==> src/rtl/bjx2_decode_pkg.sv <==
// Shared constants and the path-select type for the BJX2 decode dispatch stage.
package bjx2_decode_pkg;

    localparam logic [1:0] IXC_CT     = 2'b10;
    localparam logic [1:0] IXC_CF     = 2'b11;
    localparam logic [1:0] IUC_WX     = 2'b11;
    localparam logic [5:0] UCMD_INVOP = 6'h3F;

    typedef enum logic [1:0] {
        BZ = 2'd0,
        FZ = 2'd1,
        FC = 2'd2
    } path_e;

endpackage

==> src/rtl/bjx2_jumbo_extract.sv <==
// Extracts jumbo-prefix payload bits from the previous instruction words.
module bjx2_jumbo_extract #(
    parameter bit ENABLE_WEXJUMBO = 1'b1
) (
    input  logic [63:0] istrWordL,
    output logic [27:0] jBits,
    output logic [27:0] jBits2
);

    logic jumbo_a;
    logic jumbo_b;

    assign jumbo_a = (istrWordL[15:8]  == 8'hFE);
    assign jumbo_b = (istrWordL[47:40] == 8'hFE);

    always_comb begin
        jBits  = '0;
        jBits2 = '0;
        if (ENABLE_WEXJUMBO) begin
            jBits[15:0]  = istrWordL[31:16];
            jBits[23:16] = istrWordL[7:0];
            jBits[24]    = jumbo_a;
            jBits[25]    = jumbo_a & jumbo_b;
            jBits[26]    = istrWordL[8];
            jBits[27]    = istrWordL[40];

            jBits2[15:0]  = istrWordL[63:48];
            jBits2[23:16] = istrWordL[39:32];
            jBits2[24]    = jumbo_b;
            jBits2[26]    = istrWordL[40];
        end
    end

endmodule

==> src/rtl/bjx2_decode_dispatch.sv <==
// Decode dispatch: classifies the fetched word, picks a sub-decoder result,
// applies predication / WEX rules and registers the micro-op.
module bjx2_decode_dispatch
    import bjx2_decode_pkg::*;
#(
    parameter bit ENABLE_OPS16    = 1'b1,
    parameter bit ENABLE_OPS48    = 1'b1,
    parameter bit ENABLE_WEXJUMBO = 1'b1,
    parameter int GPR_W           = 7
) (
    input  logic             clock,
    input  logic             reset,
    input  logic [63:0]      istrWord,
    input  logic [63:0]      istrWordL,
    input  logic [GPR_W-1:0] bzRegN,
    input  logic [GPR_W-1:0] bzRegM,
    input  logic [GPR_W-1:0] bzRegO,
    input  logic [32:0]      bzImm,
    input  logic [7:0]       bzUCmd,
    input  logic [7:0]       bzUIxt,
    input  logic [GPR_W-1:0] fzRegN,
    input  logic [GPR_W-1:0] fzRegM,
    input  logic [GPR_W-1:0] fzRegO,
    input  logic [32:0]      fzImm,
    input  logic [7:0]       fzUCmd,
    input  logic [7:0]       fzUIxt,
    input  logic [3:0]       fzUFl,
    input  logic [GPR_W-1:0] fcRegN,
    input  logic [GPR_W-1:0] fcRegM,
    input  logic [GPR_W-1:0] fcRegO,
    input  logic [32:0]      fcImm,
    input  logic [7:0]       fcUCmd,
    input  logic [7:0]       fcUIxt,
    output logic [27:0]      jBits,
    output logic [27:0]      jBits2,
    output logic [GPR_W-1:0] idRegN,
    output logic [GPR_W-1:0] idRegM,
    output logic [GPR_W-1:0] idRegO,
    output logic [32:0]      idImm,
    output logic [32:0]      idImmB,
    output logic [7:0]       idUCmd,
    output logic [7:0]       idUIxt
);

    path_e            path_sel;
    logic             is_pred;
    logic             df_bit;

    logic [GPR_W-1:0] reg_n_d, reg_n_q;
    logic [GPR_W-1:0] reg_m_d, reg_m_q;
    logic [GPR_W-1:0] reg_o_d, reg_o_q;
    logic [32:0]      imm_d, imm_q;
    logic [32:0]      imm_b_d, imm_b_q;
    logic [7:0]       ucmd_d, ucmd_q;
    logic [7:0]       uixt_d, uixt_q;

    logic             unused_bits;
    assign unused_bits = ^{istrWord[63:16], istrWord[7:0], fzUFl[3:1]};

    bjx2_jumbo_extract #(
        .ENABLE_WEXJUMBO(ENABLE_WEXJUMBO)
    ) u_jumbo (
        .istrWordL(istrWordL),
        .jBits    (jBits),
        .jBits2   (jBits2)
    );

    // E-block prefixes are predicated, F-block mirrors them unpredicated.
    always_comb begin
        path_sel = BZ;
        is_pred  = 1'b0;
        df_bit   = 1'b0;
        if (istrWord[15:13] == 3'b111) begin
            is_pred = ~istrWord[12];
            if (!istrWord[11]) begin
                path_sel = FZ;
                df_bit   = istrWord[10];
            end else if (!istrWord[10]) begin
                path_sel = FZ;
                df_bit   = istrWord[8];
            end else begin
                path_sel = FC;
                df_bit   = istrWord[9];
            end
        end
        if (!ENABLE_OPS16 && (path_sel == BZ)) begin
            path_sel = FZ;
        end
        if (!ENABLE_OPS48 && (path_sel == FC)) begin
            path_sel = FZ;
        end
    end

    always_comb begin
        reg_n_d = bzRegN;
        reg_m_d = bzRegM;
        reg_o_d = bzRegO;
        imm_d   = bzImm;
        ucmd_d  = bzUCmd;
        uixt_d  = bzUIxt;
        case (path_sel)
            FZ: begin
                reg_n_d = fzRegN;
                reg_m_d = fzRegM;
                reg_o_d = fzRegO;
                imm_d   = fzImm;
                ucmd_d  = fzUCmd;
                uixt_d  = fzUIxt;
            end
            FC: begin
                reg_n_d = fcRegN;
                reg_m_d = fcRegM;
                reg_o_d = fcRegO;
                imm_d   = fcImm;
                ucmd_d  = fcUCmd;
                uixt_d  = fcUIxt;
            end
            default: ;
        endcase

        if (is_pred) begin
            ucmd_d[7:6] = df_bit ? IXC_CF : IXC_CT;
        end
        // A WEX-marked op reaching dispatch alone is invalid; keep its condition bits.
        if (uixt_d[7:6] == IUC_WX) begin
            ucmd_d[5:0] = UCMD_INVOP;
        end

        imm_b_d = '0;
        if (ENABLE_WEXJUMBO) begin
            if (fzUFl[0]) begin
                imm_b_d = {(fzImm[32] ? 9'h1FF : 9'h000), jBits2[23:0]};
            end else begin
                imm_b_d = {1'b0, jBits2[23:0], jBits[23:16]};
            end
        end
    end

    always_ff @(posedge clock or negedge reset) begin
        if (!reset) begin
            reg_n_q <= '0;
            reg_m_q <= '0;
            reg_o_q <= '0;
            imm_q   <= '0;
            imm_b_q <= '0;
            ucmd_q  <= '0;
            uixt_q  <= '0;
        end else begin
            reg_n_q <= reg_n_d;
            reg_m_q <= reg_m_d;
            reg_o_q <= reg_o_d;
            imm_q   <= imm_d;
            imm_b_q <= imm_b_d;
            ucmd_q  <= ucmd_d;
            uixt_q  <= uixt_d;
        end
    end

    assign idRegN = reg_n_q;
    assign idRegM = reg_m_q;
    assign idRegO = reg_o_q;
    assign idImm  = imm_q;
    assign idImmB = imm_b_q;
    assign idUCmd = ucmd_q;
    assign idUIxt = uixt_q;

endmodule

==> config.mk <==
export PLATFORM = sky130hd
export DESIGN_NAME = bjx2_decode_dispatch
export DESIGN_NICKNAME = d
export VERILOG_FILES = /design/src/rtl/bjx2_decode_pkg.sv /design/src/rtl/bjx2_jumbo_extract.sv /design/src/rtl/bjx2_decode_dispatch.sv
export SDC_FILE = /design/constraint.sdc
export NUM_CORES = 1
export LEC_CHECK = 0
export CAP_MARGIN = 10
export CORE_AREA = 2 2 198 200
export DETAILED_ROUTE_END_ITERATION = 8
export DIE_AREA = 0 0 200 202
export PLACE_DENSITY_LB_ADDON = 0.3
export SLEW_MARGIN = 10
export SYNTH_ARGS = -nofsm -noshare
export SYNTH_HDL_FRONTEND = slang
export SYNTH_SLANG_ARGS = --single-unit
==> constraint.sdc <==
create_clock -name clock -period 1.3 [get_ports clock]
set_input_delay 0.325 -clock clock [delete_from_list [all_inputs] [get_ports clock]]
set_output_delay 0.325 -clock clock [all_outputs]
set_load 0.005 [all_outputs]
# After elaboration in Yosys (flattened, before gate mapping)
# Cells that the tools add are included.
[word_totals] reg_bits=103 out_inout_bits=159 wordCells=33
[classes] n_mux=18 n_bitwise=2 eq_ne=6
[op_table] operator="33-bit case mux with 2 select lines" count=1
[op_table] operator="7-bit case mux with 2 select lines" count=3
[op_table] operator="33-bit two-way mux" count=1
[op_table] operator="8-bit case mux with 2 select lines" count=2
[op_table] operator="8-bit equality test, second input constant" count=2
[op_table] operator="9-bit two-way mux" count=1
[op_table] operator="2-bit two-way mux" count=4
[op_table] operator="6-bit two-way mux" count=1
[op_table] operator="1-bit two-way mux" count=5
[op_table] operator="2-bit equality test, second input constant" count=2
[op_table] operator="3-bit equality test, second input constant" count=1
[op_table] operator="2-bit by 1-bit equality test with 1-bit output, second input constant" count=1
[op_table] operator="1-bit bitwise AND" count=1
[op_table] operator="1-bit NOT" count=1

# Logic depth before layout (Yosys ltp)
# Gate-level depths: netlist of run 1.
[depth] word_depth=7 depth_mapped=9

# Hierarchy
# From an unflattened synthesis of run 1, not the netlist that was laid out.
[hier_totals] cells_unflattened=466 hier_area_um2=4867.2
[modules_own_cells] module="bjx2_decode_dispatch" seq_area_each_um2=2577.5 instances=1 cells_each=403 area_per_inst_um2=4385.5
[modules_own_cells] module="bjx2_jumbo_extract" seq_area_each_um2=0.0 instances=1 cells_each=63 area_per_inst_um2=481.7

# Worst setup path before layout of run 1
# Ideal clock, no wire load.
[synth_path] path_kind="input to register" startpoint="input istrWord[14]" endpoint="register ucmd_q[4] (netlist: idUCmd[4])" n_path_buf=1 path_stages=7 arrival_time_ns=1.967 setup_ns=0.081 path_slack_ns=-0.748 required_ns=1.219 path_cell_list="nand3_1 > or2_2 > ha_1 > nor2b_1 > or4_1 > buf_6 > o211ai_2"
[synth_between] elab_chain_len=6
[synth_lines] element="start: declaration" line_no="bjx2_decode_dispatch.sv:13" rtl="input logic [63:0] istrWord,"
[synth_lines] element="3-bit equality test *" line_no="bjx2_decode_dispatch.sv:73" rtl="if (istrWord[15:13] == 3'b111) begin"
[synth_lines] element="2-bit two-way mux *" line_no="bjx2_decode_dispatch.sv:73"
[synth_lines] element="2-bit equality test / 2-bit by 1-bit equality test with 1-bit output (equally long branches)" line_no="bjx2_decode_dispatch.sv:101" rtl="case (path_sel)"
[synth_lines] element="8-bit case mux with 2 select lines" line_no="bjx2_decode_dispatch.sv:101"
[synth_lines] element="2-bit equality test" line_no="bjx2_decode_dispatch.sv:125" rtl="if (uixt_d[7:6] == IUC_WX) begin"
[synth_lines] element="6-bit two-way mux *" line_no="bjx2_decode_dispatch.sv:125"
[synth_lines] element="named net ucmd_d[4]" line_no="bjx2_decode_dispatch.sv:54" rtl="logic [7:0] ucmd_d, ucmd_q;"
[synth_lines] element="end signal: assignment" line_no="bjx2_decode_dispatch.sv:154" rtl="ucmd_q <= ucmd_d;"
[synth_lines] element="end: declaration" line_no="bjx2_decode_dispatch.sv:54"
# Mark *: on every way through the listed nets, which the timed path passes. The rest lies on a longest branch.

# Worst setup path after layout of run 1
[layout_path] startpoint="input istrWord[15]" endpoint="register ucmd_q[5] (netlist: idUCmd[5])"
# The elaborated chain is that of the path after synthesis.

==> impl_metrics.csv, run 1 <==
group,metric,value,unit
status,outcome,"finished, violations left",
status,violations,"setup timing",
clocking,h-tree-depth,3,
placed_design,place_congestion,0.7580,
timing,timing.fmax,644.5,MHz
timing,setup_tns,-6.702,ns
die,io_pins,503,
drt,drt-initial-drc-count,130,
clocking,cts_buffers,9,
worst_setup_path,critical_path.max_stage_delay,0.61,ns
synthesis,synth_area,4846,um^2
placed_design,dp_hpwl,18100,um
timing,rsz0062_at_grt,"yes",
clocking,cts_tree,"yes",
timing,hold_viol,0,
placed_design,dpl-instance-area,9804,um^2
die,dieHeight,202,um
grt,grt_pass1_vias,5420,
layout,area_growth,106.7,%
die,initial_utilization,12.66,%
drt,detail_route.wirelength,24140,um
synthesis,syn_inst,466,
worst_setup_path,cp-start-kind,"input pin",
synthesis,synthAdderAreaFrac,0.5164,%
timing,fin_crit,1.552,ns
synthesis,synth_cell_type_count,27,
layout,layout.cells.non_filler,1415,
timing,setup_ws,-0.2517,ns
clocking,clock_sinks,103,
die,rows,72,
power_and_ir_drop,leakagePower,4.347,nW
die,dieArea,40400,um^2
grt,antenna_found_initial,0,
placed_design,io_buffers,409,
synthesis,ys_warn_count,0,
timing,setup_viol,48,
worst_setup_path,worstSetupPathType,"input pin to flip-flop",
drt,post_drt_wl_per_cell,17.06,um
grt,grt_util_all_layers,10.88,%
layout,final_design_area_no_fill,10010,um^2
layout,n_antenna_cell,0,
synthesis,yosys.area_share.simple,7.126,%
die,die_width,200,um
worst_setup_path,cp-end-kind,"flip-flop",
job,maxCapViolations,0,
clocking,cts.reportedPaths.clkPinSlew,0.07,ns
synthesis,ys_seq_area_share,53.19,%
power_and_ir_drop,power.density,847.9,nW/um^2
grt,gr-total-overflow,0,
worst_setup_path,cp_max_fo,6,
timing,slew_viol_final,0,
worst_setup_path,arrival,1.84,ns
drt,first_pass_iters,4,
placed_design,dp.cells,1381,
power_and_ir_drop,ir_worst_vdd,0.5467,mV
grt,grt_pass1_wl,32110,um
worst_setup_path,critPathSlowestCell,"or4_4",
drt,via_per_inst,3.678,
drt,via_count,5204,
power_and_ir_drop,finalPower,8.492,mW
layout,nets,1240,
layout,drive_gt1_share,36.01,%
worst_setup_path,crit_chain,"buf_8 -> nand3_4 -> or2_4 -> ha_4 -> nor2b_4 -> or4_4 -> o211ai_2",
drt,drc,0,
timing,final.period_utilization,119.4,%
placed_design,dp_slack,-1.195,ns
synthesis,synth_seq_cells,103,
synthesis,syn_area_per_cell,10.40,um^2
synthesis,synth_xor_area_share,0,%
die,coreArea,38290,um^2
worst_setup_path,required,1.59,ns
clocking,clockBufferDepth,2,
synthesis,synth_compound_area_share,20.53,%
synthesis,synthMuxAreaShare,5.577,%
synthesis,synth_top_family_by_area,"compound AO/OA/AOI/OAI gates",
hold_path,hp-class,"input pin to flip-flop",
drt,ant_nets,0,
grt,grt_max_degree,49,
clocking,clockRootBuffer,"clkbuf_16",
## area by class of cell
type | instances | area (um^2)
fillers | 4106 | 28270
repair buffers | 507 | 4606
flip-flops and latches | 103 | 2577
multi-input cells | 261 | 1853
well taps | 518 | 648.1
clock buffers | 9 | 225.2
clock inverters | 5 | 60.06
inverters | 12 | 45.04
## kinds of logic after synthesis
kind of cell               after synthesis
adders and majority gates                2
AOI/OAI and AO/OA                      149
DFF                                    103
buffers and inverters                  103
and+or+nand+nor                         84
other                                    1
muxes                                   24
## repair_timing
| action | 4_1_cts | 5_1_grt |
|---|---|---|
| cloned | 1 | 7 |
| resized for setup | 548 | 82 |
| hold buffers | 1 | 0 |
| buffers inserted | 0 | 14 |
| endpoints found under the setup margin | 211 | 102 |
| pin swaps | 11 | 10 |
| hold endpoints to repair | 11 | 0 |
## power breakdown
part | switching, mW | internal (mW) | leakage (nW)
clock | 1.30 | 1.48 | 0.138
combinational | 0.835 | 1.36 | 2.99
sequential | 0.0647 | 3.44 | 1.22
## worst max-delay path: cells and delay by family
kind | cells | cell delay [ns]
AND/OR/NAND/NOR | 4 | 1.08
adder cells (fa/ha/maj) | 1 | 0.24
AO/OA/AOI/OAI | 1 | 0.10
buffers and inverters | 1 | 0.07
## per-stage QoR
step / utilization [%] / hold WS (ns)
final: 26.16 / 0.3371
after global routing: 26.16 / 0.3183
after CTS: 25.57 / 0.2734
after detailed placement: 25.61 / 0.2007
after global placement: 25.61 / 0.2033
after floorplan: - / 0.02941
## cells in the mapped netlist
master      n  share of area, %
buf_4      58               9.0
or4_1       1              0.15
nand4_1     2              0.26
nor4_1      1              0.13
nand4b_1    2              0.36
conb_1      1             0.077
o211ai_2    6               1.5
or2_2       1              0.13
a21oi_1     2              0.21
a221o_1     1              0.21
a22oi_1    67                10
nor2b_1     2              0.26
nand3_1     1              0.10
o221ai_1    2              0.36
buf_2      14               1.4
nor2_1      5              0.39
ha_1        2              0.52
buf_6       1              0.23
o41ai_1     1              0.18
nand2_1    69               5.3
dfrtp_1   103                53
a221oi_2    2              0.62
inv_1      12              0.93
o21ai_1    13               1.3
o21ai_0    55               5.7
clkbuf_1   18               1.4
mux2_2     24               5.6
## routing by layer
metal  GRT usage, %  wire, um  vias to the layer above
met5              0         0                        -
met3          3.721      2145                       42
met2          19.97     12120                      291
met1          11.38      9284                     2434
met4          3.862       587                        0
li1               -         -                     2437
## state kept, by name, indices dropped and copies added (netlist names)
signal and count:
idRegM 7, idRegO 7, idImm 33, idUIxt 8, idRegN 7, idUCmd 8
idImmB 33
## cell usage in the layout, fill, tap and decap left out, types with 2 or more instances in the layout
cell,synthesis,final
dfrtp_1,103,103
nand2_2,0,2
o211ai_2,6,6
mux2_2,24,24
o21ai_0,55,25
clkdlybuf4s15_1,0,13
buf_6,1,10
clkdlybuf4s50_1,0,220
inv_2,0,2
nor2b_4,0,2
nand4_1,2,2
conb_1,1,2
nor2_1,5,4
a22oi_2,0,20
buf_4,58,71
clkdlybuf4s15_2,0,22
buf_16,0,3
clkbuf_16,0,15
a221oi_2,2,2
o21ai_1,13,40
buf_12,0,11
inv_1,12,10
nand4b_1,2,2
nand2_1,69,67
dlygate4sd2_1,0,34
clkbuf_2,0,27
o21ai_2,0,2
buf_8,0,3
a22oi_1,67,47
ha_4,0,2
buf_2,14,85
## final timing paths
| kind | startpoint | end | slack [ns] | cells past startpoint |
|---|---|---|---|---|
| max in group asynchronous | reset | idImm[32] | 0.38 | 3 |
| min in group asynchronous | reset | idImmB[23] | 0.37 | 2 |
| hold / removal | istrWord[10] | idUCmd[6] | 0.34 | 4 |
| setup / recovery | istrWord[15] | idUCmd[5] | -0.25 | 7 |
No activity file was read; power rests on OpenSTA's default activity.
==> run 2, diff against run 1 <==
--- a/config.mk
+++ b/config.mk
@@ -5,7 +5,6 @@
 export SDC_FILE = /design/constraint.sdc
 export NUM_CORES = 1
 export LEC_CHECK = 0
-export CAP_MARGIN = 10
 export CORE_AREA = 2 2 198 200
 export DETAILED_ROUTE_END_ITERATION = 8
 export DIE_AREA = 0 0 200 202
==> results of run 2 <==
No change in the layout: final DEF, timing and power equal those of run 1.
==> run 3, diff against run 2 <==
--- a/config.mk
+++ b/config.mk
@@ -5,11 +5,12 @@
 export SDC_FILE = /design/constraint.sdc
 export NUM_CORES = 1
 export LEC_CHECK = 0
-export CORE_AREA = 2 2 198 200
+export CORE_AREA = 2 2 196 198
 export DETAILED_ROUTE_END_ITERATION = 8
-export DIE_AREA = 0 0 200 202
+export DIE_AREA = 0 0 198 200
 export PLACE_DENSITY_LB_ADDON = 0.3
 export SLEW_MARGIN = 10
 export SYNTH_ARGS = -nofsm -noshare
 export SYNTH_HDL_FRONTEND = slang
+export SYNTH_HIERARCHICAL = 1
 export SYNTH_SLANG_ARGS = --single-unit
==> run 3 against run 2 <==
Effect of this change:
- the flow still finishes with violations (setup timing)
- first-iteration DRC count rose by 9.2%
- cell count down 0.71%
- sequential share of layout area down 0.46 points
- utilization increased by 1.1 points
- worst hold slack improved by 0.0074 ns
- synthesized area is 0.44% higher
- critical path type unchanged
- critical endpoint is now idUCmd[2]
- largest cell class unchanged
==> impl_metrics.csv, run 3 <==
group,metric,value,unit
worst_setup_path,cp-end-kind,"flip-flop",
timing,fin_crit,1.608,ns
worst_setup_path,cp_max_fo,8,
synthesis,yosys.area.top_type,"dfrtp_1",
synthesis,synth_seq_cells,103,
drt,via_per_inst,3.629,
clocking,h-tree-depth,3,
timing,timing.fmax,621.9,MHz
status,outcome,"finished, violations left",
placed_design,place_congestion,0.7590,
status,violations,"setup timing",
layout,n_antenna_cell,0,
synthesis,syn_inst,466,
die,coreArea,37400,um^2
layout,layout.cells.non_filler,1405,
power_and_ir_drop,leakagePower,4.331,nW
power_and_ir_drop,power_frac_comb,25.3,%
synthesis,syn_area_per_cell,10.44,um^2
placed_design,dp.cells,1370,
timing,hold_viol,0,
timing,final.period_utilization,123.7,%
drt,detail_route.wirelength,22940,um
synthesis,synth_area,4867,um^2
synthesis,synth_edf_count,0,
layout,area_growth,109.5,%
grt,grt_util_all_layers,11.04,%
drt,drc,0,
layout,final_common_cell,"clkdlybuf4s50_1",
die,rows,71,
placed_design,io_buffers,409,
grt,grt_pass1_wl,32240,um
synthesis,synthTopCellsByCount,"103 x dfrtp_1, 69 x nand2_1, 67 x a22oi_1",
power_and_ir_drop,power.density,842.9,nW/um^2
synthesis,synth_top_area_share,52.96,%
drt,post_drt_wl_per_cell,16.33,um
grt,grt_pass1_vias,5354,
job,maxCapViolations,0,
clocking,clock_sinks,103,
clocking,cts.reportedPaths.clkPinSlew,0.07,ns
worst_setup_path,required,1.59,ns
drt,first_pass_iters,4,
clocking,cts_tree,"yes",
power_and_ir_drop,swShare,26.27,%
hold_path,hp-class,"input pin to flip-flop",
timing,holdWs,0.3445,ns
die,die_width,198,um
synthesis,ys.flop_type,"dfrtp_1",
drt,via_count,5099,
die,dieHeight,200,um
clocking,clockBufferDepth,2,
placed_design,dp_hpwl,17500,um
timing,setup_viol,69,
worst_setup_path,cp-start-kind,"input pin",
hold_path,hold_start,"istrWordL[33]",
timing,rsz0062_at_grt,"yes",
drt,drt-initial-drc-count,142,
grt,grt_max_degree,60,
power_and_ir_drop,ir_worst_vdd,0.5811,mV
die,dieArea,39600,um^2
clocking,clockRootBuffer,"clkbuf_16",
power_and_ir_drop,internal_power,6.337,mW
clocking,cts_buffers,9,
drt,ant_nets,0,
die,io_pins,503,
layout,mostFrequentLayoutCells,"225 x clkdlybuf4s50_1, 103 x dfrtp_1, 85 x buf_2",
synthesis,synth.most_common_cell,"dfrtp_1",
worst_setup_path,worstSetupPathType,"input pin to flip-flop",
timing,setup_ws,-0.3080,ns
synthesis,synth.area.top_cells,"dfrtp_1 53%, a22oi_1 10%, buf_4 9.1%",
hold_path,hold_depth,3,
power_and_ir_drop,p_sw,2.258,mW
synthesis,synth-async-reset-ratio,100.0,%
synthesis,synth_cell_type_count,28,
power_and_ir_drop,p_seq_share,40.8,%
layout,fin_util,27.27,%
grt,antenna_found_initial,0,
power_and_ir_drop,power_frac_clock,33.9,%
timing,setup_tns,-11.42,ns
die,initial_utilization,13.01,%
timing,slew_viol_final,0,
grt,gr-total-overflow,0,
synthesis,ys_seq_area_share,52.96,%
layout,drive_gt1_share,41.05,%
hold_path,min_to,"idImmB[17]",
layout,nets,1235,
synthesis,ys_warn_count,6,
worst_setup_path,arrival,1.90,ns
layout,nFillCells,4022,
==> run 3: area by class of cell <==
class	instances	area (um^2)	share of cell area, %
repair buffers	502	4537	44.49
flip-flops and latches	103	2577	25.28
multi-input cells	261	2088	20.48
well taps	511	639.4	6.270
clock buffers	10	239.0	2.344
clock inverters	6	68.82	0.6748
inverters	12	47.55	0.4663
==> run 3: cell families after synthesis <==
family / share of synthesized area [%]
fa+ha+maj: 0.5141
buf+inv: 12.93
mux: 5.553
flops: 52.96
simple gates: 7.532
other cells: 0.07705
compound gates: 20.44
==> run 3: per-stage QoR <==
step	area (um^2)	worst slack, ns	power, mW
floorplan	5062	-0.5025	4.187
global placement	9774	-1.123	5.893
detailed placement	9774	-1.149	5.907
CTS	10130	-0.3075	8.769
global route	10200	-0.3245	9.040
finish	10200	-0.3080	8.595
==> run 3: worst max-delay path by stage <==
stage / from / endpoint / slack, ns / cells after the start
3_5_place_dp: istrWord[15] / idUCmd[2] / -1.15 / 8
4_1_cts: istrWord[15] / idUCmd[2] / -0.31 / 8
6_report: istrWord[13] / idUCmd[2] / -0.31 / 8
3_3_place_gp: istrWord[15] / idUCmd[2] / -1.12 / 8
5_1_grt: istrWord[13] / idUCmd[2] / -0.32 / 8
2_1_floorplan: istrWord[15] / idUCmd[0] / -0.50 / 7
==> run 3: power by group through the flow <==
stage,clock (mW),combinational [mW],sequential [mW]
after floorplan,0,0.578,3.61
after global placement,0,2.31,3.58
after detailed placement,0,2.32,3.58
after CTS,3.08,2.18,3.52
after global routing,3.14,2.36,3.54
final,2.91,2.17,3.51
==> run 3: repair_timing <==
action	4_1_cts	5_1_grt
setup endpoints to repair	211	113
hold endpoints to repair	101	0
hold buffers	1	0
pin swaps	16	22
gates cloned	3	3
resized for setup	585	103
setup buffers	8	5
==> run 3: metal layers <==
metal | vias to the layer above | share of wire, % | routed length (um) | global-route usage, %
li1 | 2430 | - | - | -
met1 | 2371 | 39 | 8936 | 12.23
met2 | 259 | 51 | 11630 | 19.89
met3 | 39 | 8.1 | 1868 | 3.545
met4 | 0 | 2.2 | 511 | 3.843
met5 | - | 0 | 0 | 0
==> run 3: critical path, stage by stage <==
cell	delay [ns]
buf_8	0.07
nand3_4	0.09
buf_6	0.13
a21oi_4	0.16
ha_4	0.26
nor2b_4	0.14
or4_4	0.61
o211ai_2	0.10
